## src/rtl/alu_serial_arbiter_if.sv

```systemverilog
// Requester-side bus of the two-port ALU serial arbiter: commands in, one-hot
// accept/response strobes and the response payload out.
interface alu_serial_arbiter_if;
  localparam int unsigned NREQ = 2;
  localparam int unsigned DW   = 32;
  localparam int unsigned OPW  = 3;

  logic [NREQ-1:0]     req_valid;
  logic [NREQ-1:0]     req_ready;
  logic [NREQ*DW-1:0]  req_a;
  logic [NREQ*DW-1:0]  req_b;
  logic [NREQ*OPW-1:0] req_op;
  logic [NREQ-1:0]     rsp_valid;
  logic [DW-1:0]       rsp_c;
  logic [7:0]          rsp_ctl;
  logic [1:0]          rsp_status;

  modport master (
    output req_valid, req_a, req_b, req_op,
    input  req_ready, rsp_valid, rsp_c, rsp_ctl, rsp_status
  );

  modport slave (
    input  req_valid, req_a, req_b, req_op,
    output req_ready, rsp_valid, rsp_c, rsp_ctl, rsp_status
  );
endinterface

```

## src/rtl/alu_serial_arbiter.sv

```systemverilog
// Round-robin arbiter for two requesters sharing one serial ALU: sends B, A and a
// CRC-protected CTL byte as 11-bit frames, then collects the framed reply.
module alu_serial_arbiter #(
  parameter int unsigned RSP_TIMEOUT = 1023
) (
  input  logic                 clk,
  input  logic                 rst,
  alu_serial_arbiter_if.slave  bus,
  output logic                 sin,
  input  logic                 sout,
  output logic                 busy
);
  localparam int unsigned DW  = 32;
  localparam int unsigned OPW = 3;
  localparam int unsigned TW  = $clog2(RSP_TIMEOUT + 1);

  localparam logic [1:0] ST_OK    = 2'b00;
  localparam logic [1:0] ST_DUT   = 2'b01;
  localparam logic [1:0] ST_TMO   = 2'b10;
  localparam logic [1:0] ST_FRAME = 2'b11;

  typedef enum logic [2:0] {IDLE, SEND, WAIT_START, RECV, RESP} state_t;

  state_t          state_q, state_d;
  logic            grant_q, grant_d;
  logic            prio_q, prio_d;
  logic [DW-1:0]   a_q, a_d, b_q, b_d;
  logic [OPW-1:0]  op_q, op_d;
  logic [3:0]      fr_q, fr_d;
  logic [3:0]      pos_q, pos_d;
  logic [TW-1:0]   idle_q, idle_d;
  logic [2:0]      fidx_q, fidx_d;
  logic            rx_type_q, rx_type_d;
  logic [7:0]      rx_byte_q, rx_byte_d;
  logic [DW-1:0]   c_q, c_d;
  logic [1:0]      req_ready_q, req_ready_d;
  logic [1:0]      rsp_valid_q, rsp_valid_d;
  logic [DW-1:0]   rsp_c_q, rsp_c_d;
  logic [7:0]      rsp_ctl_q, rsp_ctl_d;
  logic [1:0]      rsp_status_q, rsp_status_d;
  logic            sin_d, busy_d;
  logic            win;
  logic [3:0]      crc;
  logic [7:0]      tx_byte;
  logic            tx_bit;

  assign bus.req_ready  = req_ready_q;
  assign bus.rsp_valid  = rsp_valid_q;
  assign bus.rsp_c      = rsp_c_q;
  assign bus.rsp_ctl    = rsp_ctl_q;
  assign bus.rsp_status = rsp_status_q;

  // CRC-4 (x^4+x+1, init 0) shifted MSB first over the whole message
  function automatic logic [3:0] crc4(input logic [67:0] msg);
    logic [3:0] c;
    logic       fb;
    c = 4'b0000;
    for (int i = 67; i >= 0; i--) begin
      fb = c[3] ^ msg[i];
      c  = {c[2:0], 1'b0} ^ {2'b00, fb, fb};
    end
    return c;
  endfunction

  assign crc = crc4({b_q, a_q, 1'b1, op_q});

  // Transmit bit for the current frame/position
  always_comb begin
    case (fr_q)
      4'd0:    tx_byte = b_q[31:24];
      4'd1:    tx_byte = b_q[23:16];
      4'd2:    tx_byte = b_q[15:8];
      4'd3:    tx_byte = b_q[7:0];
      4'd4:    tx_byte = a_q[31:24];
      4'd5:    tx_byte = a_q[23:16];
      4'd6:    tx_byte = a_q[15:8];
      4'd7:    tx_byte = a_q[7:0];
      default: tx_byte = {1'b0, op_q, crc};
    endcase
    if (pos_q == 4'd0)       tx_bit = 1'b0;
    else if (pos_q == 4'd1)  tx_bit = (fr_q == 4'd8);
    else if (pos_q == 4'd10) tx_bit = 1'b1;
    else                     tx_bit = tx_byte[3'(4'd9 - pos_q)];
  end

  always_comb begin
    state_d      = state_q;
    grant_d      = grant_q;
    prio_d       = prio_q;
    a_d          = a_q;
    b_d          = b_q;
    op_d         = op_q;
    fr_d         = fr_q;
    pos_d        = pos_q;
    idle_d       = idle_q;
    fidx_d       = fidx_q;
    rx_type_d    = rx_type_q;
    rx_byte_d    = rx_byte_q;
    c_d          = c_q;
    req_ready_d  = 2'b00;
    rsp_valid_d  = 2'b00;
    rsp_c_d      = rsp_c_q;
    rsp_ctl_d    = rsp_ctl_q;
    rsp_status_d = rsp_status_q;
    sin_d        = 1'b1;
    win          = 1'b0;

    case (state_q)
      IDLE: begin
        if (|bus.req_valid) begin
          win              = (&bus.req_valid) ? prio_q : bus.req_valid[1];
          grant_d          = win;
          prio_d           = ~win;
          req_ready_d[win] = 1'b1;
          a_d              = win ? bus.req_a[63:32] : bus.req_a[31:0];
          b_d              = win ? bus.req_b[63:32] : bus.req_b[31:0];
          op_d             = win ? bus.req_op[5:3]  : bus.req_op[2:0];
          fr_d             = 4'd0;
          pos_d            = 4'd0;
          state_d          = SEND;
        end
      end

      SEND: begin
        sin_d = tx_bit;
        if (pos_q == 4'd10) begin
          pos_d = 4'd0;
          if (fr_q == 4'd8) begin
            idle_d  = '0;
            fidx_d  = 3'd0;
            state_d = WAIT_START;
          end else begin
            fr_d = fr_q + 4'd1;
          end
        end else begin
          pos_d = pos_q + 4'd1;
        end
      end

      WAIT_START: begin
        if (!sout) begin
          pos_d   = 4'd0;
          state_d = RECV;
        end else if (idle_q == TW'(RSP_TIMEOUT - 1)) begin
          rsp_valid_d[grant_q] = 1'b1;
          rsp_status_d         = ST_TMO;
          rsp_c_d              = '0;
          rsp_ctl_d            = '0;
          state_d              = RESP;
        end else begin
          idle_d = idle_q + TW'(1);
        end
      end

      RECV: begin
        if (pos_q == 4'd0) begin
          rx_type_d = sout;
          pos_d     = 4'd1;
        end else if (pos_q <= 4'd8) begin
          rx_byte_d = {rx_byte_q[6:0], sout};
          pos_d     = pos_q + 4'd1;
        end else begin
          // Stop bit: decide whether the frame fits the expected sequence
          idle_d = '0;
          if (!sout || (fidx_q != 3'd0 && fidx_q != 3'd4 && rx_type_q)
                    || (fidx_q == 3'd4 && !rx_type_q)) begin
            rsp_valid_d[grant_q] = 1'b1;
            rsp_status_d         = ST_FRAME;
            rsp_c_d              = '0;
            rsp_ctl_d            = '0;
            state_d              = RESP;
          end else if (fidx_q == 3'd0 && rx_type_q) begin
            rsp_valid_d[grant_q] = 1'b1;
            rsp_status_d         = ST_DUT;
            rsp_c_d              = '0;
            rsp_ctl_d            = rx_byte_q;
            state_d              = RESP;
          end else if (fidx_q == 3'd4) begin
            rsp_valid_d[grant_q] = 1'b1;
            rsp_status_d         = ST_OK;
            rsp_c_d              = c_q;
            rsp_ctl_d            = rx_byte_q;
            state_d              = RESP;
          end else begin
            c_d     = (fidx_q == 3'd0) ? {24'd0, rx_byte_q} : {c_q[23:0], rx_byte_q};
            fidx_d  = fidx_q + 3'd1;
            state_d = WAIT_START;
          end
        end
      end

      RESP:    state_d = IDLE;
      default: state_d = IDLE;
    endcase

    busy_d = (state_d != IDLE);
  end

  always_ff @(posedge clk) begin
    if (rst) begin
      state_q      <= IDLE;
      grant_q      <= 1'b0;
      prio_q       <= 1'b0;
      a_q          <= '0;
      b_q          <= '0;
      op_q         <= '0;
      fr_q         <= '0;
      pos_q        <= '0;
      idle_q       <= '0;
      fidx_q       <= '0;
      rx_type_q    <= 1'b0;
      rx_byte_q    <= '0;
      c_q          <= '0;
      req_ready_q  <= '0;
      rsp_valid_q  <= '0;
      rsp_c_q      <= '0;
      rsp_ctl_q    <= '0;
      rsp_status_q <= ST_OK;
      sin          <= 1'b1;
      busy         <= 1'b0;
    end else begin
      state_q      <= state_d;
      grant_q      <= grant_d;
      prio_q       <= prio_d;
      a_q          <= a_d;
      b_q          <= b_d;
      op_q         <= op_d;
      fr_q         <= fr_d;
      pos_q        <= pos_d;
      idle_q       <= idle_d;
      fidx_q       <= fidx_d;
      rx_type_q    <= rx_type_d;
      rx_byte_q    <= rx_byte_d;
      c_q          <= c_d;
      req_ready_q  <= req_ready_d;
      rsp_valid_q  <= rsp_valid_d;
      rsp_c_q      <= rsp_c_d;
      rsp_ctl_q    <= rsp_ctl_d;
      rsp_status_q <= rsp_status_d;
      sin          <= sin_d;
      busy         <= busy_d;
    end
  end
endmodule

```

## src/flat_wrapper.sv

```systemverilog
// flat-port wrapper written by rule: the top's interface ports become plain ports
module alu_serial_arbiter_flat 
#(
  parameter int unsigned RSP_TIMEOUT = 1023
)
  (clk, rst, sin, sout, busy, bus_req_valid, bus_req_a, bus_req_b, bus_req_op, bus_req_ready, bus_rsp_valid, bus_rsp_c, bus_rsp_ctl, bus_rsp_status);
  alu_serial_arbiter_if bus_i ();
  input  logic clk;
  input  logic rst;
  output logic sin;
  input  logic sout;
  output logic busy;
  input wire logic [$bits(bus_i.req_valid)-1:0] bus_req_valid;
  input wire logic [$bits(bus_i.req_a)-1:0] bus_req_a;
  input wire logic [$bits(bus_i.req_b)-1:0] bus_req_b;
  input wire logic [$bits(bus_i.req_op)-1:0] bus_req_op;
  output wire logic [$bits(bus_i.req_ready)-1:0] bus_req_ready;
  output wire logic [$bits(bus_i.rsp_valid)-1:0] bus_rsp_valid;
  output wire logic [$bits(bus_i.rsp_c)-1:0] bus_rsp_c;
  output wire logic [$bits(bus_i.rsp_ctl)-1:0] bus_rsp_ctl;
  output wire logic [$bits(bus_i.rsp_status)-1:0] bus_rsp_status;
  assign bus_i.req_valid = bus_req_valid;
  assign bus_i.req_a = bus_req_a;
  assign bus_i.req_b = bus_req_b;
  assign bus_i.req_op = bus_req_op;
  assign bus_req_ready = bus_i.req_ready;
  assign bus_rsp_valid = bus_i.rsp_valid;
  assign bus_rsp_c = bus_i.rsp_c;
  assign bus_rsp_ctl = bus_i.rsp_ctl;
  assign bus_rsp_status = bus_i.rsp_status;
  alu_serial_arbiter #(.RSP_TIMEOUT(RSP_TIMEOUT)) u_core (.clk(clk), .rst(rst), .bus(bus_i), .sin(sin), .sout(sout), .busy(busy));
endmodule
```

## config.mk

```make
export PLATFORM = sky130hd
export DESIGN_NAME = alu_serial_arbiter_flat
export DESIGN_NICKNAME = d
export VERILOG_FILES = /design/src/rtl/alu_serial_arbiter_if.sv /design/src/rtl/alu_serial_arbiter.sv /design/src/flat_wrapper.sv
export SDC_FILE = /design/constraint.sdc
export NUM_CORES = 1
export LEC_CHECK = 0
export BUFFER_PORTS_ARGS = -buffer_cell sky130_fd_sc_hd__buf_2
export CAP_MARGIN = 20
export CORE_ASPECT_RATIO = 1.75
export CORE_MARGIN = 5
export CORE_UTILIZATION = 57
export CTS_BUF_LIST = sky130_fd_sc_hd__clkbuf_4 sky130_fd_sc_hd__clkbuf_8
export CTS_CLUSTER_DIAMETER = 60
export CTS_CLUSTER_SIZE = 28
export DETAILED_ROUTE_END_ITERATION = 6
export MAX_ROUTING_LAYER = met4
export PLACE_DENSITY_LB_ADDON = 0.12
export SLEW_MARGIN = 20
export SYNTH_ARGS = -nofsm -noshare
export SYNTH_HDL_FRONTEND = slang
export SYNTH_SLANG_ARGS = --single-unit
```

## constraint.sdc

```tcl
create_clock -name clk -period 3.25 [get_ports clk]
set_input_delay 0.325 -clock clk [delete_from_list [all_inputs] [get_ports clk]]
set_output_delay 0.325 -clock clk [all_outputs]
set_load 0.005 [all_outputs]
```

# After elaboration in Yosys (flattened, before gate mapping)
# Index checks and enable logic that the tools add are counted.
[totals]
inputBits = 139
wordCells = 320
output_inout_bits = 48
reg_bits = 182
[op_classes]
eq_ne = 31
n_reduce_logical = 34
add_sub_neg = 5
bitwise = 142
magnitude_cmp = 6
n_mux = 82
[ops]
columns = ["cell", "n"]
rows = [
  ["$mux W32", 10],
  ["$xor A4 B2 Y4", 66],
  ["$pmux W32 S2", 1],
  ["$pmux W8 S8", 1],
  ["$xor A1 B1 Y1", 64],
  ["$mux W10", 6],
  ["$mux W8", 7],
  ["$mux W3", 18],
  ["$pmux W10 S3", 1],
  ["$mux W2", 14],
  ["$mux W4", 7],
  ["$ne A2 B2 Y1 const B", 9],
  ["$eq A4 B3 Y1 const B", 4],
  ["$pmux W4 S4", 1],
  ["$pmux W8 S2", 1],
  ["$pmux W3 S4", 1],
  ["$reduce_and A6 Y1", 2],
  ["$add A10 B1 Y10 const B", 1],
  ["$eq A10 B10 Y1 const B", 1],
  ["$not A1 Y1", 10],
  ["$reduce_bool A3 Y1", 3],
  ["$add A4 B1 Y4 const B", 2],
  ["$eq A4 B1 Y1 const B", 2],
  ["$eq A4 B2 Y1 const B", 2],
  ["other kinds (36)", 66],
]

# Depth between registers and ports, before layout
[depth]
ltp_word = 138
ltp_mapped = 13
ltp_nobuf = 11

# Least setup slack after synthesis
# Ideal clock, no wire load.
[synth_timing]
kind = "reg-to-reg"
start = "reg u_core.a_q[23]"
end = "reg u_core.sin"
n_path_buf = 0
path_stages_with_launch = 10
period_less_slack_ns = 2.734
path_slack_ns = 0.516
t_required_ns = 3.122
setup_ns = 0.128
arrival_ns = 2.606
cell_sequence = "dfxtp_1 xnor3_1 xor2_1 xnor3_1 xnor3_2 xnor3_2 xnor2_1 o221ai_1 o2111ai_1 nand4_1"
[synth_between]
elab_chain_len = 44
word_cells_on_any_way = 59
cone_classes = "mux: 6; bitwise: 53"
[synth_lines]
columns = ["element", "line", "source"]
rows = [
  ["start, declared", "alu_serial_arbiter.sv:27", "logic [DW-1:0] a_q, a_d, b_q, b_d;"],
  ["start signal, assigned", "alu_serial_arbiter.sv:204", "a_q <= '0;"],
  ["start signal, assigned", "alu_serial_arbiter.sv:225", "a_q <= a_d;"],
  ["$xor A1 B1 Y1", "alu_serial_arbiter.sv:59", "fb = c[3] ^ msg[i];"],
  ["$xor A4 B2 Y4 (3 in a row)", "alu_serial_arbiter.sv:60", "c = {c[2:0], 1'b0} ^ {2'b00, fb, fb};"],
  ["$xor A1 B1 Y1", "alu_serial_arbiter.sv:59", ""],
  ["$xor A4 B2 Y4 (3 in a row)", "alu_serial_arbiter.sv:60", ""],
  ["$xor A1 B1 Y1", "alu_serial_arbiter.sv:59", ""],
  ["$xor A4 B2 Y4 (3 in a row)", "alu_serial_arbiter.sv:60", ""],
  ["$xor A1 B1 Y1", "alu_serial_arbiter.sv:59", ""],
  ["$xor A4 B2 Y4 (3 in a row)", "alu_serial_arbiter.sv:60", ""],
  ["[... 20 more ...]", "-", ""],
  ["$xor A1 B1 Y1", "alu_serial_arbiter.sv:59", ""],
  ["$xor A4 B2 Y4", "alu_serial_arbiter.sv:60", ""],
  ["$pmux W8 S8 (*)", "alu_serial_arbiter.sv:69", "case (fr_q)"],
  ["$bmux W1 S3 (*)", "alu_serial_arbiter.sv:83", "else tx_bit = tx_byte[3'(4'd9 - pos_q)];"],
  ["$mux W1 (implied by the code) (*)", "alu_serial_arbiter.sv:83", ""],
  ["$mux W1 (*)", "alu_serial_arbiter.sv:82", "else if (pos_q == 4'd10) tx_bit = 1'b1;"],
  ["$mux W1 (*)", "alu_serial_arbiter.sv:81", "else if (pos_q == 4'd1) tx_bit = (fr_q == 4'd8);"],
  ["$mux W1 (*)", "alu_serial_arbiter.sv:80", "if (pos_q == 4'd0) tx_bit = 1'b0;"],
  ["end signal, assigned", "alu_serial_arbiter.sv:240", "sin <= sin_d;"],
  ["end, declared", "alu_serial_arbiter.sv:9", "output logic sin,"],
]
# Every way passes the cells marked *; elsewhere a longest branch is shown, timed or not. The select of a mux whose other input is x is not followed.
# A chain may end at the register's enable or synchronous reset.

# Worst setup path after layout
# Same ends and word-level chain as after synthesis.

==> impl_metrics.env <==
export IMPL_status="finished, violations left"
export IMPL_violations="design-rule violations"
export IMPL_critical_path_buf_inv_count=0
export IMPL_crit_family="XOR/XNOR gates"
export IMPL_grt_remaining_overflow=0
export IMPL_cp_slowest_cell="xnor3_2"
export IMPL_dr_pass1_iters=7
export IMPL_final_cells=1331
export IMPL_cts_buffers=17
export IMPL_whs_path_depth=3
export IMPL_final_nets=1286
export IMPL_arrival_ps=3320
export IMPL_path_max_fanout=4
export IMPL_core_um2=15200
export IMPL_fin_worst_skew_ps=19.1
export IMPL_p_leak_nw=4.10
export IMPL_vdd_drop_max_v=0.000637
export IMPL_cts_root_buf="clkbuf_8"
export IMPL_cts_tree="done"
export IMPL_crit_chain="xnor3_1 > xor2_1 > xnor3_1 > xnor3_2 > xnor3_2 > xnor2_1 > o221ai_1 > o2111ai_1 > nand4_1"
export IMPL_worst_pin_slew_ps=893
export IMPL_die_area_um2=18000
export IMPL_drtIter0Drc=656
export IMPL_clkLatencyLatePin_ps=470
export IMPL_finalCriticalPeriod_ps=2980
export IMPL_portBuffers=186
export IMPL_slew_viol_final=0
export IMPL_switchingPower_w=0.00229
export IMPL_globalplace_congestion=0.988
export IMPL_whs_ps=78.9
export IMPL_avgRoutedWirePerCell_um=19.5
export IMPL_antenna_cells=0
export IMPL_clk_path_buf_depth=2
export IMPL_h_tree_depth=4
export IMPL_hold_start="bus_req_b[38]"
export IMPL_via_count=8075
export IMPL_postCtsHoldBufs=0
export IMPL_clock_fmax_mhz=336
export IMPL_placedCellCount=1299
export IMPL_ff2ff_path_depth=9
export IMPL_drc=13
export IMPL_maxCapViolations=0
export IMPL_setup_viol_count_final=0
export IMPL_max_stage_delay_ps=460
export IMPL_hold_viol_final=0
export IMPL_synthDistinctLibCells=52
export IMPL_synth_flop_cell="dfxtp_1"
export IMPL_cp_start_kind="register"
export IMPL_power_frac_clock_pct=23.0
export IMPL_clk_pin_slew_ps=120
export IMPL_period_share_pct=91.7
export IMPL_grtUsageTotal_pct=28.6
export IMPL_cp_required_ps=3590
export IMPL_sw_frac_of_total_pct=33.0
export IMPL_p_per_area_nw_per_um2=679
export IMPL_comb_power_share_pct=41.9
export IMPL_n_fill_cell=1356
export IMPL_hold_class="primary input to register"
export IMPL_grt_pass1_vias=8001
export IMPL_antenna_found_initial=0
export IMPL_r2r_start="u_core.a_q[23]"
export IMPL_die_height_um=174
export IMPL_synth_seq_cells=182
export IMPL_rsz0062_at_grt="no"
export IMPL_reg2reg_to="u_core.sin"
export IMPL_num_rows=60
export IMPL_power_internal_w=0.00466
export IMPL_die_w_um=104
export IMPL_relSlewSlack_pct=40.0
export IMPL_syn_inst=987
export IMPL_viasPerCell=6.07
export IMPL_crit_type="register to register"
export IMPL_cp_end_kind="register"
export IMPL_io_pins=187
export IMPL_p_seq_share_pct=35.1
export IMPL_final_common_cell="buf_2"
export IMPL_routed_wl_um=25900
export IMPL_cts_resized_gates=0
export IMPL_holdPathEnd="u_core.b_q[6]"
export IMPL_initial_utilization_pct=57.4
export IMPL_drive_above_1_share_pct=22.4
export IMPL_reg2reg_slack_ps=270
export IMPL_syn2layout_area_growth_pct=17.2
export IMPL_grt_max_degree=69
export IMPL_dpl_hpwl_um=19200
export IMPL_clock_sinks=182
export IMPL_postCtsSetupBuffers=0
export IMPL_synth_enable_flop_cells=0
export IMPL_synth_area_um2=8750
export IMPL_seq_area_frac_synth_pct=41.7
export IMPL_mostFrequentLayoutCells="buf_2 (185), dfxtp_1 (182), nor2_1 (116), nand2_1 (105), a21oi_1 (104)"
export IMPL_postRouteAntennaNets=0
export IMPL_yosysWarnings=0
export IMPL_setup_tns_final_ps=0
export IMPL_syn_avg_cell_area_um2=8.86
export IMPL_synth_async_reset_ratio_pct=0
export IMPL_syn_nets=1141
export IMPL_grt_pass1_wl_um=40700
==> worst max-delay path by stage <==
stage / from / cells past startpoint / end
2_1_floorplan: u_core.a_q[23] / 9 / u_core.sin
3_3_place_gp: u_core.a_q[23] / 9 / u_core.sin
3_5_place_dp: u_core.a_q[23] / 9 / u_core.sin
4_1_cts: u_core.a_q[23] / 9 / u_core.sin
5_1_grt: u_core.a_q[23] / 9 / u_core.sin
6_report: u_core.a_q[23] / 9 / u_core.sin
==> synth_stat cells, drive strengths merged, types with 3 or more instances <==
cell type  instances  share of area, %
nor2             116               5.0
nand2b             4              0.31
buf                8              0.49
nand3             73               4.2
inv               16              0.69
mux2i             10               1.1
o21ai             12              0.69
nand4              4              0.29
xor2              12               1.2
xnor3             22               5.7
clkbuf            73               3.1
a221oi             5              0.50
and2               3              0.21
nand2            105               4.5
a22oi             16               1.4
ha                15               2.1
a22o               3              0.30
nor4               7              0.50
or3                5              0.36
a222oi            72               8.2
nor3              15              0.86
xnor2             69               7.0
dfxtp            182                42
nor2b              8              0.57
o221ai             3              0.30
a21oi            104               6.0
==> through the flow <==
stage / util, % / instance area (um^2) / power (W) / setup slack (ps)
2_1_floorplan: - / 8750 / 0.00491 / 516
3_3_place_gp: 64.4 / 9820 / 0.00535 / 376
3_5_place_dp: 64.4 / 9820 / 0.00538 / 309
4_1_cts: 67.3 / 10200 / 0.00698 / 264
5_1_grt: 67.3 / 10200 / 0.00729 / 56.3
6_report: 67.3 / 10200 / 0.00696 / 271
==> per-layer routing <==
metal	track usage, %	vias to the layer above	share of wire, %
met3	4.73	84	5.0
met5	-	-	0
li1	-	3857	-
met1	28.0	3832	34
met2	52.0	302	55
met4	16.9	0	5.8
==> area by class of cell <==
| type | count | area, um^2 | share of cell area [%] |
|---|---|---|---|
| Inverter | 16 | 60.1 | 0.586 |
| Clock inverter | 15 | 198 | 1.93 |
| Multi-Input combinational cell | 708 | 4770 | 46.5 |
| Sequential cell | 182 | 3640 | 35.5 |
| Tap cell | 186 | 233 | 2.27 |
| Clock buffer | 17 | 234 | 2.28 |
| Timing Repair Buffer | 207 | 1120 | 10.9 |
==> sequential cells by signal (all words and copies together), names as in the netlist, 8 cells and up <==
register            flops
u_core.a_q             32
u_core.b_q             32
u_core.bus.rsp_c       32
u_core.c_q             32
u_core.idle_q          10
u_core.bus.rsp_ctl      8
u_core.rx_byte_q        8
==> worst min-delay path, cell delays in order <==
cell and delay [ps]:
buf_2 80, a222oi_1 50, nor2_1 70
==> power by group through the flow <==
stage / Combinational, W / Clock [W] / Sequential (W)
after floorplan: 0.00247 / 0 / 0.00244
after global routing: 0.00311 / 0.00173 / 0.00245
after CTS: 0.00291 / 0.00163 / 0.00244
after detailed placement: 0.00290 / 0 / 0.00249
final: 0.00291 / 0.00160 / 0.00244
after global placement: 0.00286 / 0 / 0.00248
==> kinds of logic after synthesis <==
kind of cell	Yosys count	share of synthesized area, %
mux	12	1.40
buf+inv	97	4.31
flops	182	41.7
fa+ha+maj	15	2.15
xor+xnor	105	14.4
compound gates	229	18.7
simple gates	347	17.3
(Power assumes the default switching activity.)
